[src/rtl/dds_pkg.sv]
// rtl/dds_pkg.sv - shared types and defaults for the DDS phase streamer
package dds_pkg;

    localparam int DEF_PHASE_W = 16;
    localparam int DEF_CNT_W   = 16;

    typedef logic [DEF_PHASE_W-1:0] phase_t;

    typedef enum logic [1:0] {
        IDLE   = 2'd0,
        STREAM = 2'd1,
        DONE   = 2'd2
    } state_t;

endpackage

[src/rtl/dds_phase_streamer_if.sv]
// rtl/dds_phase_streamer_if.sv - phase stream channel toward the DDS S_AXIS_PHASE port
// Signals: tdata (phase word), tvalid, tready.
// master: drives tdata/tvalid, samples tready. slave: the reverse.
interface dds_phase_streamer_if
    import dds_pkg::*;
#(
    parameter int PHASE_W = DEF_PHASE_W
) ();

    logic [PHASE_W-1:0] tdata;
    logic               tvalid;
    logic               tready;

    modport master (
        output tdata,
        output tvalid,
        input  tready
    );

    modport slave (
        input  tdata,
        input  tvalid,
        output tready
    );

endinterface

[src/rtl/dds_phase_acc.sv]
// rtl/dds_phase_acc.sv - phase accumulator with load and enable, wrapping modulo 2^W
// Ports: aclk, aresetn (sync, active-low), load/load_val (preset), en/inc (add step), acc (current phase).
module dds_phase_acc
    import dds_pkg::*;
#(
    parameter int W = DEF_PHASE_W
) (
    input  logic         aclk,
    input  logic         aresetn,
    input  logic         load,
    input  logic [W-1:0] load_val,
    input  logic         en,
    input  logic [W-1:0] inc,
    output logic [W-1:0] acc
);

    always_ff @(posedge aclk) begin
        if (!aresetn) begin
            acc <= '0;
        end else if (load) begin
            acc <= load_val;
        end else if (en) begin
            // Natural overflow of the W-bit add gives the phase wrap.
            acc <= acc + inc;
        end
    end

endmodule

[src/rtl/dds_phase_streamer.sv]
// rtl/dds_phase_streamer.sv - streams accumulated phase words to a DDS in counted or continuous bursts
// Ports: aclk, aresetn (sync, active-low); cfg_valid/cfg_pinc/cfg_poff/cfg_count (shadow config load);
//        start, stop (control strobes); m_axis_phase (phase stream master); busy, done (status).
module dds_phase_streamer
    import dds_pkg::*;
#(
    parameter int PHASE_W = DEF_PHASE_W,
    parameter int CNT_W   = DEF_CNT_W
) (
    input  logic                 aclk,
    input  logic                 aresetn,
    input  logic                 cfg_valid,
    input  logic [PHASE_W-1:0]   cfg_pinc,
    input  logic [PHASE_W-1:0]   cfg_poff,
    input  logic [CNT_W-1:0]     cfg_count,
    input  logic                 start,
    input  logic                 stop,
    dds_phase_streamer_if.master m_axis_phase,
    output logic                 busy,
    output logic                 done
);

    state_t             state;
    logic [PHASE_W-1:0] sh_pinc;
    logic [PHASE_W-1:0] sh_poff;
    logic [CNT_W-1:0]   sh_count;
    logic [PHASE_W-1:0] pinc_act;
    logic [CNT_W-1:0]   remaining;
    logic               stop_pend;
    logic               tvalid_r;
    logic [PHASE_W-1:0] acc;

    // A cfg strobe coinciding with start must be seen by that start,
    // so the live inputs bypass the shadow registers in that cycle.
    logic [PHASE_W-1:0] st_pinc;
    logic [PHASE_W-1:0] st_poff;
    logic [CNT_W-1:0]   st_count;
    logic               beat;
    logic               last_beat;
    logic               acc_load;

    assign st_pinc  = cfg_valid ? cfg_pinc  : sh_pinc;
    assign st_poff  = cfg_valid ? cfg_poff  : sh_poff;
    assign st_count = cfg_valid ? cfg_count : sh_count;

    assign beat     = tvalid_r & m_axis_phase.tready;
    // remaining only reaches 1 in counted mode; it sits at 0 when continuous.
    // A stop arriving on a beat cycle ends the stream on that beat.
    assign last_beat = (remaining == CNT_W'(1)) | stop_pend | stop;
    assign acc_load  = (state == IDLE) & start;

    dds_phase_acc #(.W(PHASE_W)) u_acc (
        .aclk     (aclk),
        .aresetn  (aresetn),
        .load     (acc_load),
        .load_val (st_poff),
        .en       ((state == STREAM) & beat),
        .inc      (pinc_act),
        .acc      (acc)
    );

    assign m_axis_phase.tdata  = acc;
    assign m_axis_phase.tvalid = tvalid_r;

    always_ff @(posedge aclk) begin
        if (!aresetn) begin
            state     <= IDLE;
            sh_pinc   <= '0;
            sh_poff   <= '0;
            sh_count  <= '0;
            pinc_act  <= '0;
            remaining <= '0;
            stop_pend <= 1'b0;
            tvalid_r  <= 1'b0;
            busy      <= 1'b0;
            done      <= 1'b0;
        end else begin
            if (cfg_valid) begin
                sh_pinc  <= cfg_pinc;
                sh_poff  <= cfg_poff;
                sh_count <= cfg_count;
            end
            done <= 1'b0;
            case (state)
                IDLE: begin
                    if (start) begin
                        remaining <= st_count;
                        pinc_act  <= st_pinc;
                        stop_pend <= 1'b0;
                        tvalid_r  <= 1'b1;
                        busy      <= 1'b1;
                        state     <= STREAM;
                    end
                end
                STREAM: begin
                    // A new step applies from the next beat's update onward.
                    if (cfg_valid) begin
                        pinc_act <= cfg_pinc;
                    end
                    if (beat) begin
                        if (remaining != '0) begin
                            remaining <= remaining - CNT_W'(1);
                        end
                        if (last_beat) begin
                            stop_pend <= 1'b0;
                            tvalid_r  <= 1'b0;
                            busy      <= 1'b0;
                            done      <= 1'b1;
                            state     <= DONE;
                        end
                    end else if (stop) begin
                        stop_pend <= 1'b1;
                    end
                end
                DONE: begin
                    state <= IDLE;
                end
                default: begin
                    state <= IDLE;
                end
            endcase
        end
    end

endmodule
[src/flat_wrapper.sv]
// flat-port wrapper written by rule: the top's interface ports become plain ports
module dds_phase_streamer_flat import dds_pkg::*;
#(
    parameter int PHASE_W = DEF_PHASE_W,
    parameter int CNT_W   = DEF_CNT_W
)
  (aclk, aresetn, cfg_valid, cfg_pinc, cfg_poff, cfg_count, start, stop, busy, done, m_axis_phase_tdata, m_axis_phase_tvalid, m_axis_phase_tready);
  dds_phase_streamer_if #(.PHASE_W(PHASE_W)) m_axis_phase_i ();
  input  logic aclk;
  input  logic aresetn;
  input  logic cfg_valid;
  input  logic [PHASE_W-1:0] cfg_pinc;
  input  logic [PHASE_W-1:0] cfg_poff;
  input  logic [CNT_W-1:0] cfg_count;
  input  logic start;
  input  logic stop;
  output logic busy;
  output logic done;
  output wire logic [$bits(m_axis_phase_i.tdata)-1:0] m_axis_phase_tdata;
  output wire logic [$bits(m_axis_phase_i.tvalid)-1:0] m_axis_phase_tvalid;
  input wire logic [$bits(m_axis_phase_i.tready)-1:0] m_axis_phase_tready;
  assign m_axis_phase_tdata = m_axis_phase_i.tdata;
  assign m_axis_phase_tvalid = m_axis_phase_i.tvalid;
  assign m_axis_phase_i.tready = m_axis_phase_tready;
  dds_phase_streamer #(.PHASE_W(PHASE_W), .CNT_W(CNT_W)) u_core (.aclk(aclk), .aresetn(aresetn), .cfg_valid(cfg_valid), .cfg_pinc(cfg_pinc), .cfg_poff(cfg_poff), .cfg_count(cfg_count), .start(start), .stop(stop), .m_axis_phase(m_axis_phase_i), .busy(busy), .done(done));
endmodule
[config.mk]
export PLATFORM = sky130hd
export DESIGN_NAME = dds_phase_streamer_flat
export DESIGN_NICKNAME = d
export VERILOG_FILES = /design/src/rtl/dds_pkg.sv /design/src/rtl/dds_phase_streamer_if.sv /design/src/rtl/dds_phase_acc.sv /design/src/rtl/dds_phase_streamer.sv /design/src/flat_wrapper.sv
export SDC_FILE = /design/constraint.sdc
export NUM_CORES = 1
export LEC_CHECK = 0
export CAP_MARGIN = 10
export CORE_MARGIN = 2
export CORE_UTILIZATION = 55
export DETAILED_ROUTE_END_ITERATION = 8
export GPL_TIMING_DRIVEN = 1
export PLACE_DENSITY = 0.8
export SLEW_MARGIN = 0
export SYNTH_ARGS = -nofsm -noshare
export SYNTH_HDL_FRONTEND = slang
export SYNTH_HIERARCHICAL = 1
export SYNTH_SLANG_ARGS = --single-unit
[constraint.sdc]
create_clock -name aclk -period 2.7 [get_ports aclk]
set_input_delay 0.54 -clock aclk [delete_from_list [all_inputs] [get_ports aclk]]
set_output_delay 0.54 -clock aclk [all_outputs]
set_load 0.005 [all_outputs]
==> results.md, run 1 <==
- Setup tns final: 0 ns
- GRT overflow: 0
- Layout area overhead: 20.0%
- Worst-margin pin slew: 0.645 ns
- Initial Util: 56.7%
- Routed WL: 12700 um
- Design area: 6280 sq um
- All-Layer GR Usage: 25.4%
- Cells after DPL: 770
- CTS Hold Buffers Added: 0
- Post-synth EDFFs: 0
- Non-Filler Instances: 786
- Die area: about 10000 sq um
- Worst hold slack: 0.487 ns
- Initial DRC Count: 242
- Std-Cell Core Area: just over 9000 sq um
- Clk sinks: 101
- Register area share after synthesis: 38.6%
- Boundary pin count: 73
- Post-synthesis register bit count: around 100
- Die W: 102 um
- Slew margin rel.: 57.0%
- Area occupied by multi-input gates: 3020 sq um
- Via count: 4538
- Asr flop ratio synth: 0%
- Startpoint types: register
- Setup CP Type: register to register
- Filler Cell Count: 764
- Crit share post-route: a little under 90%
- Netlist cell types: 61
- First-pass GRT wire length: 21000 um
- Port Buffers: 72
- Die Ht: between 100 and 150 um
- WP data arrival: 2.59 ns
- Share of cells above drive strength 1: between 10% and 20%
- DR WL/cell: 16.2 um
- Synth warn: 6
- Hpwl dp: a little over 9000 um
- Netlist Area Pre-Place: 5240 sq um
- Vias per cell: 5.77
- Final Max Tran Viols: 0
- Initial antenna violation count: 0
- FF+latch area: 2020 sq um
- Mapped Avg Cell Area: 8.89 sq um
- Nets: 725
- Cell Rows: 35
- Worst-path maximum fanout: 3
- Cell Area, Placed: between 6000 and 7000 sq um
- Final Skew: 0.0115 ns
- Number of gates resized after CTS: 0
- Synth Instances: 589
- HP Class: register to register
- Design Power: 3.64 mW
- Crit path required time: 2.95 ns
- RD Place Congestion: approximately 0.89
- RSZ-0062 raised after global routing: false
- Post-route ant nets: 0
- Antenna fix cells: 0
- Top FF cell, synth: dfxtp_1
- Power Density: between 500 and 600 nW/um^2
- Root Buffer: clkbuf_8
- CTS tree: yes
- Largest net degree at the start of global routing: 41
- Clock Path Buffers: 2
- Worst vdd ir: 0.465 mV
- Worst-Skew Late Latency: 0.37 ns
- Final worst slack: 0.363 ns
- Reg clk slew, reported paths: 0.11 ns
- DRC errors left: 0
- Setup crit end kind: register
- CTS Buf Count: 9
- Finish-stage setup viols: 0
- Max-cap violations: 0
- Leak: 2.54 nW
- Final Hold Fails: 0
- Max Clk Rate: about 430 MHz
- DRT Pass-1 Iters: 6
- Final Util: 68.0%
- Net Count, Synth: ~660
- Status: finished, final reports clean
- Crit path time final: approximately 2.3 ns
- Vias in the first global route: 4427
- Post-Place Worst Slack: 0.371 ns
- Post-CTS setup buffer count: 0
- H-tree level count: 3
[path summary, 6_finish.rpt]
| path | start | to | slack (ns) | cells past startpoint |
|---|---|---|---|---|
| setup / recovery | u_core/pinc_act[0] | u_core/u_acc/acc[14] | 0.36 | 9 |
| hold / removal | u_core/remaining[1] | u_core/remaining[1] | 0.49 | 2 |
| setup reg to reg | u_core/pinc_act[0] | u_core/u_acc/acc[14] | 0.36 | 9 |
| hold reg to reg | u_core/remaining[1] | u_core/remaining[1] | 0.49 | 2 |
[synthesized netlist by cell type (all sizes together), types with 3 or more instances]
| cell type | n | area share, % |
|---|---|---|
| o211a | 8 | 1.5 |
| o21a | 6 | 0.86 |
| xor2 | 3 | 0.50 |
| a21boi | 8 | 1.1 |
| buf | 10 | 1.1 |
| o31a | 3 | 0.53 |
| nand2b | 6 | 0.76 |
| mux2i | 34 | 6.5 |
| nor2 | 32 | 2.3 |
| o21ai | 41 | 4.1 |
| a21o | 3 | 0.43 |
| xnor2 | 11 | 1.8 |
| and3 | 6 | 0.81 |
| a31o | 3 | 0.50 |
| o22ai | 20 | 2.4 |
| nor4 | 5 | 0.60 |
| nor2b | 32 | 3.8 |
| mux2 | 18 | 3.9 |
| o221a | 9 | 1.9 |
| clkbuf | 27 | 1.9 |
| inv | 7 | 0.50 |
| and2 | 21 | 2.5 |
| nor4b | 3 | 0.62 |
| a31oi | 7 | 0.84 |
| dfxtp | 101 | 39 |
| nor3 | 7 | 0.76 |
| nand3 | 18 | 1.7 |
| ha | 18 | 4.3 |
| nand2 | 46 | 3.3 |
| nor3b | 7 | 1.0 |
| a21oi | 45 | 4.3 |
| a211oi | 4 | 0.57 |
[registers in the layout (all words and copies together), names as in the netlist]
name	cells
u_core/sh_poff	16
u_core/stop_pend	1
u_core/remaining	16
u_core/state	2
u_core/sh_count	16
u_core/m_axis_phase.tvalid	1
u_core/done	1
u_core/pinc_act	16
u_core/u_acc/acc	16
u_core/sh_pinc	16
[layer usage]
metal	wire, um	vias up	global-route usage [%]
met4	127	0	7.17
met1	5690	2159	33.5
li1	-	2247	-
met3	539	8	3.45
met5	0	-	0
met2	6340	124	43.5
[layout make-up]
class | count | share of cell area [%]
clock inverters | 7 | 1.37
clock buffers | 9 | 1.97
multi-input cells | 442 | 48.0
well taps | 129 | 2.57
repair buffers | 89 | 13.3
inverters | 9 | 0.538
flip-flops and latches | 101 | 32.2
[report_power, final]
group          internal (mW)  leakage, nW  switching [mW]  total [mW]
combinational          0.446         1.61           0.501       0.947
sequential              1.61        0.832          0.0915        1.70
clock                  0.379        0.105           0.620       0.999
[kinds of logic (layout without fill, tap and decap cells)]
| kind of cell | Yosys count | after routing | synth area share (%) |
|---|---|---|---|
| flops | 101 | 101 | 38.6 |
| compound gates | 168 | 168 | 21.1 |
| mux | 52 | 52 | 10.4 |
| simple gates | 189 | 189 | 19.2 |
| buf+inv | 46 | 114 | 3.73 |
| xor+xnor | 14 | 14 | 2.34 |
| fa+ha+maj | 19 | 19 | 4.68 |
[critical path, cell delays in order (launching register included)]
cell and delay, ns:
dfxtp_1 0.34, ha_1 0.22, fa_1 0.40, a21o_1 0.22, a311o_1 0.40, and3_4 0.19, nor2_2 0.13, o21ai_1 0.10
xnor2_1 0.14, o21ai_1 0.08
[cells in the final DEF, fill, tap and decap left out, types with 4 or more instances in the layout]
cell / synthesis / routed
nor3_1: 6 / 6
and2_1: 21 / 21
nor4_1: 5 / 5
nand2b_1: 5 / 5
a211oi_1: 4 / 4
mux2_2: 18 / 18
clkdlybuf4s50_1: 0 / 70
nor2_1: 31 / 31
ha_1: 18 / 18
o221a_2: 9 / 9
nor3b_1: 7 / 7
a21oi_1: 45 / 45
o211a_1: 8 / 8
nor2b_1: 32 / 32
xnor2_1: 11 / 11
o21a_1: 6 / 6
inv_1: 7 / 7
mux2i_1: 34 / 34
o21ai_0: 32 / 32
clkbuf_8: 0 / 9
dfxtp_1: 101 / 101
a31oi_1: 7 / 7
nand2_1: 46 / 46
o21ai_1: 6 / 6
buf_4: 2 / 17
a21boi_1: 6 / 6
and3_1: 5 / 5
o22ai_1: 20 / 20
nand3_1: 18 / 18
No activity file was read; power rests on OpenSTA's default activity.
==> run 2: changes to the inputs <==
- CAP_MARGIN: 10 -> not set
- CORE_ASPECT_RATIO: not set -> 1.75
==> results.md, run 2 (synthesis results as in run 1) <==
- R2R Setup Slk: 0.32 ns (was 0.36 ns)
- Port Buffers: 72 (unchanged)
- Setup tns final: 0 ns (unchanged)
- Leak: 2.58 nW (was 2.54 nW)
- Boundary pin count: 73 (unchanged)
- Number of gates resized after CTS: 0 (unchanged)
- Routed WL: 13500 um (was 12700 um)
- Hold endpoint: u_core/remaining[15] (was u_core/remaining[1])
- Vias per cell: 5.93 (was 5.77)
- Worst-Skew Late Latency: 0.35 ns (was 0.37 ns)
- CP delay by family, top: compound AO/OA/AOI/OAI gates (unchanged)
- Power Density: 612 nW/um^2 (was 580 nW/um^2)
- Nets: 727 (was 725)
- Die W: 77.8 um (was 102 um)
- Status: finished, final reports clean (unchanged)
- Crit-path slowest cell: fa_1 (unchanged)
- Reg2Reg Launch Point: u_core/pinc_act[0] (unchanged)
- Crit path required time: 2.92 ns (was 2.95 ns)
- Min-Delay Startpoint: u_core/remaining[15] (was u_core/remaining[1])
- Worst-margin pin slew: 0.591 ns (was 0.645 ns)
- HP Class: register to register (unchanged)
- Share of cells above drive strength 1: 12.1% (was 11.9%)
- Initial DRC Count: 203 (was 242)
- Initial Util: 56.0% (was 56.7%)
- Slew margin rel.: 60.2% (was 57.0%)
- Most common cell after layout, fill and taps aside: dfxtp_1 (unchanged)
- Crit-path cells: ha_1 -> fa_1 -> a21o_1 -> a311o_1 -> and3_4 -> nor3_2 -> o21bai_1 -> xnor2_1 -> o22ai_1 (was ha_1 -> fa_1 -> a21o_1 -> a311o_1 -> and3_4 -> nor2_2 -> o21ai_1 -> xnor2_1 -> o21ai_1)
- Vias in the first global route: 4589 (was 4427)
- Initial antenna violation count: 0 (unchanged)
- First-pass GRT wire length: 21800 um (was 21000 um)
- H-tree level count: 3 (unchanged)
- Clock Path Buffers: 2 (unchanged)
- Crit path time final: 2.38 ns (was 2.34 ns)
- Setup CP Type: register to register (unchanged)
- Clk sinks: 101 (unchanged)
- RSZ-0062 raised after global routing: false (unchanged)
- Design area: 6380 sq um (was 6280 sq um)
- CTS Buf Count: 9 (unchanged)
- Cell Area, Placed: 6090 sq um (was 6070 sq um)
- All-Layer GR Usage: 26.6% (was 25.4%)
- WP data arrival: 2.60 ns (was 2.59 ns)
- Worst vdd ir: 0.387 mV (was 0.465 mV)
- Die area: 10300 sq um (about the same)
- DRT Pass-1 Iters: 5 (was 6)
- Hpwl dp: 10300 um (was 9230 um)
- DRC errors left: 0 (unchanged)
- Cell Rows: 47 (was 35)
- Die Ht: 133 um (was 102 um)
- Std-Cell Core Area: 9350 sq um (was 9240 sq um)
- Largest net degree at the start of global routing: 60 (was 41)
- Reg2reg path depth: 9 (unchanged)
- Final Hold Fails: 0 (unchanged)
- Final Skew: 0.00760 ns (was 0.0115 ns)
- Antenna fix cells: 0 (unchanged)
- DR WL/cell: 17.3 um (was 16.2 um)
- Post-route ant nets: 0 (unchanged)
- Reg clk slew, reported paths: 0.07 ns (was 0.11 ns)
- Finish-stage setup viols: 0 (unchanged)
- GRT overflow: 0 (unchanged)
- Layout area overhead: 21.8% (was 20.0%)
- Root Buffer: clkbuf_16 (was clkbuf_8)
- Slowest stage delay, CP: 0.42 ns (was 0.40 ns)
- Startpoint types: register (unchanged)
- Max Clk Rate: 420 MHz (was 428 MHz)
- Crit share post-route: 88.2% (was 86.5%)
- Final Max Tran Viols: 0 (unchanged)
- Max-cap violations: 0 (unchanged)
- Via count: 4629 (was 4538)
- Post-CTS setup buffer count: 0 (unchanged)
- CP Buf/Inv Count: 0 (unchanged)
- CTS Hold Buffers Added: 0 (unchanged)
- RD Place Congestion: 0.903 (was 0.889)
- CTS tree: yes (unchanged)
- Hold path depth: 2 (unchanged)
- Most frequent cells in the layout: 101 x dfxtp_1, 70 x clkdlybuf4s50_1, 46 x nand2_1 (unchanged)
- Worst-path maximum fanout: 3 (unchanged)
- R2r endpoint: u_core/u_acc/acc[12] (was u_core/u_acc/acc[14])
- Setup crit end kind: register (unchanged)
## run 2: cell count changes in the layout (fill, tap and decap cells not counted), moves of 2 or more
cell,previous run,this run
clkinv_8,2,0
clkinvlp_4,0,3
clkbuf_16,0,9
clkbuf_8,9,0
## run 2: where the power goes
part / internal (mW) / total [mW] / switching [mW]
registers: 1.61 / 1.70 / 0.0947
clock network: 0.637 / 1.23 / 0.598
logic: 0.457 / 0.969 / 0.512
## run 2: tightest hold or removal path: cells and delay by family (launching register included)
kind,cells,cell delay [ns]
AO/OA/AOI/OAI,2,0.10
flip-flops,1,0.32
## run 2: stage by stage
| step | worst slack (ns) | power (mW) | instances | hold WS (ns) | util [%] |
|---|---|---|---|---|---|
| 3_3_place_gp | 0.382 | 2.66 | 765 | 0.452 | 65.2 |
| 2_1_floorplan | 0.518 | 2.35 | 589 | 0.442 | - |
| 4_1_cts | 0.333 | 3.93 | 781 | 0.472 | 68.2 |
| 5_1_grt | 0.210 | 4.10 | 781 | 0.488 | 68.2 |
| 6_report | 0.319 | 3.91 | 781 | 0.475 | 68.2 |
| 3_5_place_dp | 0.359 | 2.69 | 765 | 0.461 | 65.2 |
## run 2: per-layer routing
metal	part of all wire, %	vias to the layer above	GRT usage (%)
met5	0	-	0
met4	4.2	0	14.4
met3	3.3	35	4.09
met2	57	141	51.8
met1	35	2188	25.7
li1	-	2265	-
## run 2: layout make-up
cell class,count,area [sq um]
fillers,781,2970
repair buffers,91,866
flip-flops and latches,101,2020
inverters,9,33.8
multi-input cells,442,3020
well taps,122,153
clock buffers,9,225
clock inverters,7,57.6
## run 2: worst max-delay path by stage
stage                        startpoint  slack, ns  depth (start not counted)                   end
detailed placement   u_core/pinc_act[0]       0.36                          9  u_core/u_acc/acc[14]
floorplan           u_core/u_acc/acc[0]       0.52                          9  u_core/u_acc/acc[12]
global route         u_core/pinc_act[0]       0.21                          9  u_core/u_acc/acc[12]
CTS                  u_core/pinc_act[0]       0.33                          9  u_core/u_acc/acc[12]
global placement     u_core/pinc_act[0]       0.38                          9  u_core/u_acc/acc[14]
finish               u_core/pinc_act[0]       0.32                          9  u_core/u_acc/acc[12]
==> run 3: changes to the inputs <==
- SETUP_SLACK_MARGIN: not set -> 0.02
==> results of run 3 <==
The final DEF is identical to that of run 2; final timing and power are the same.
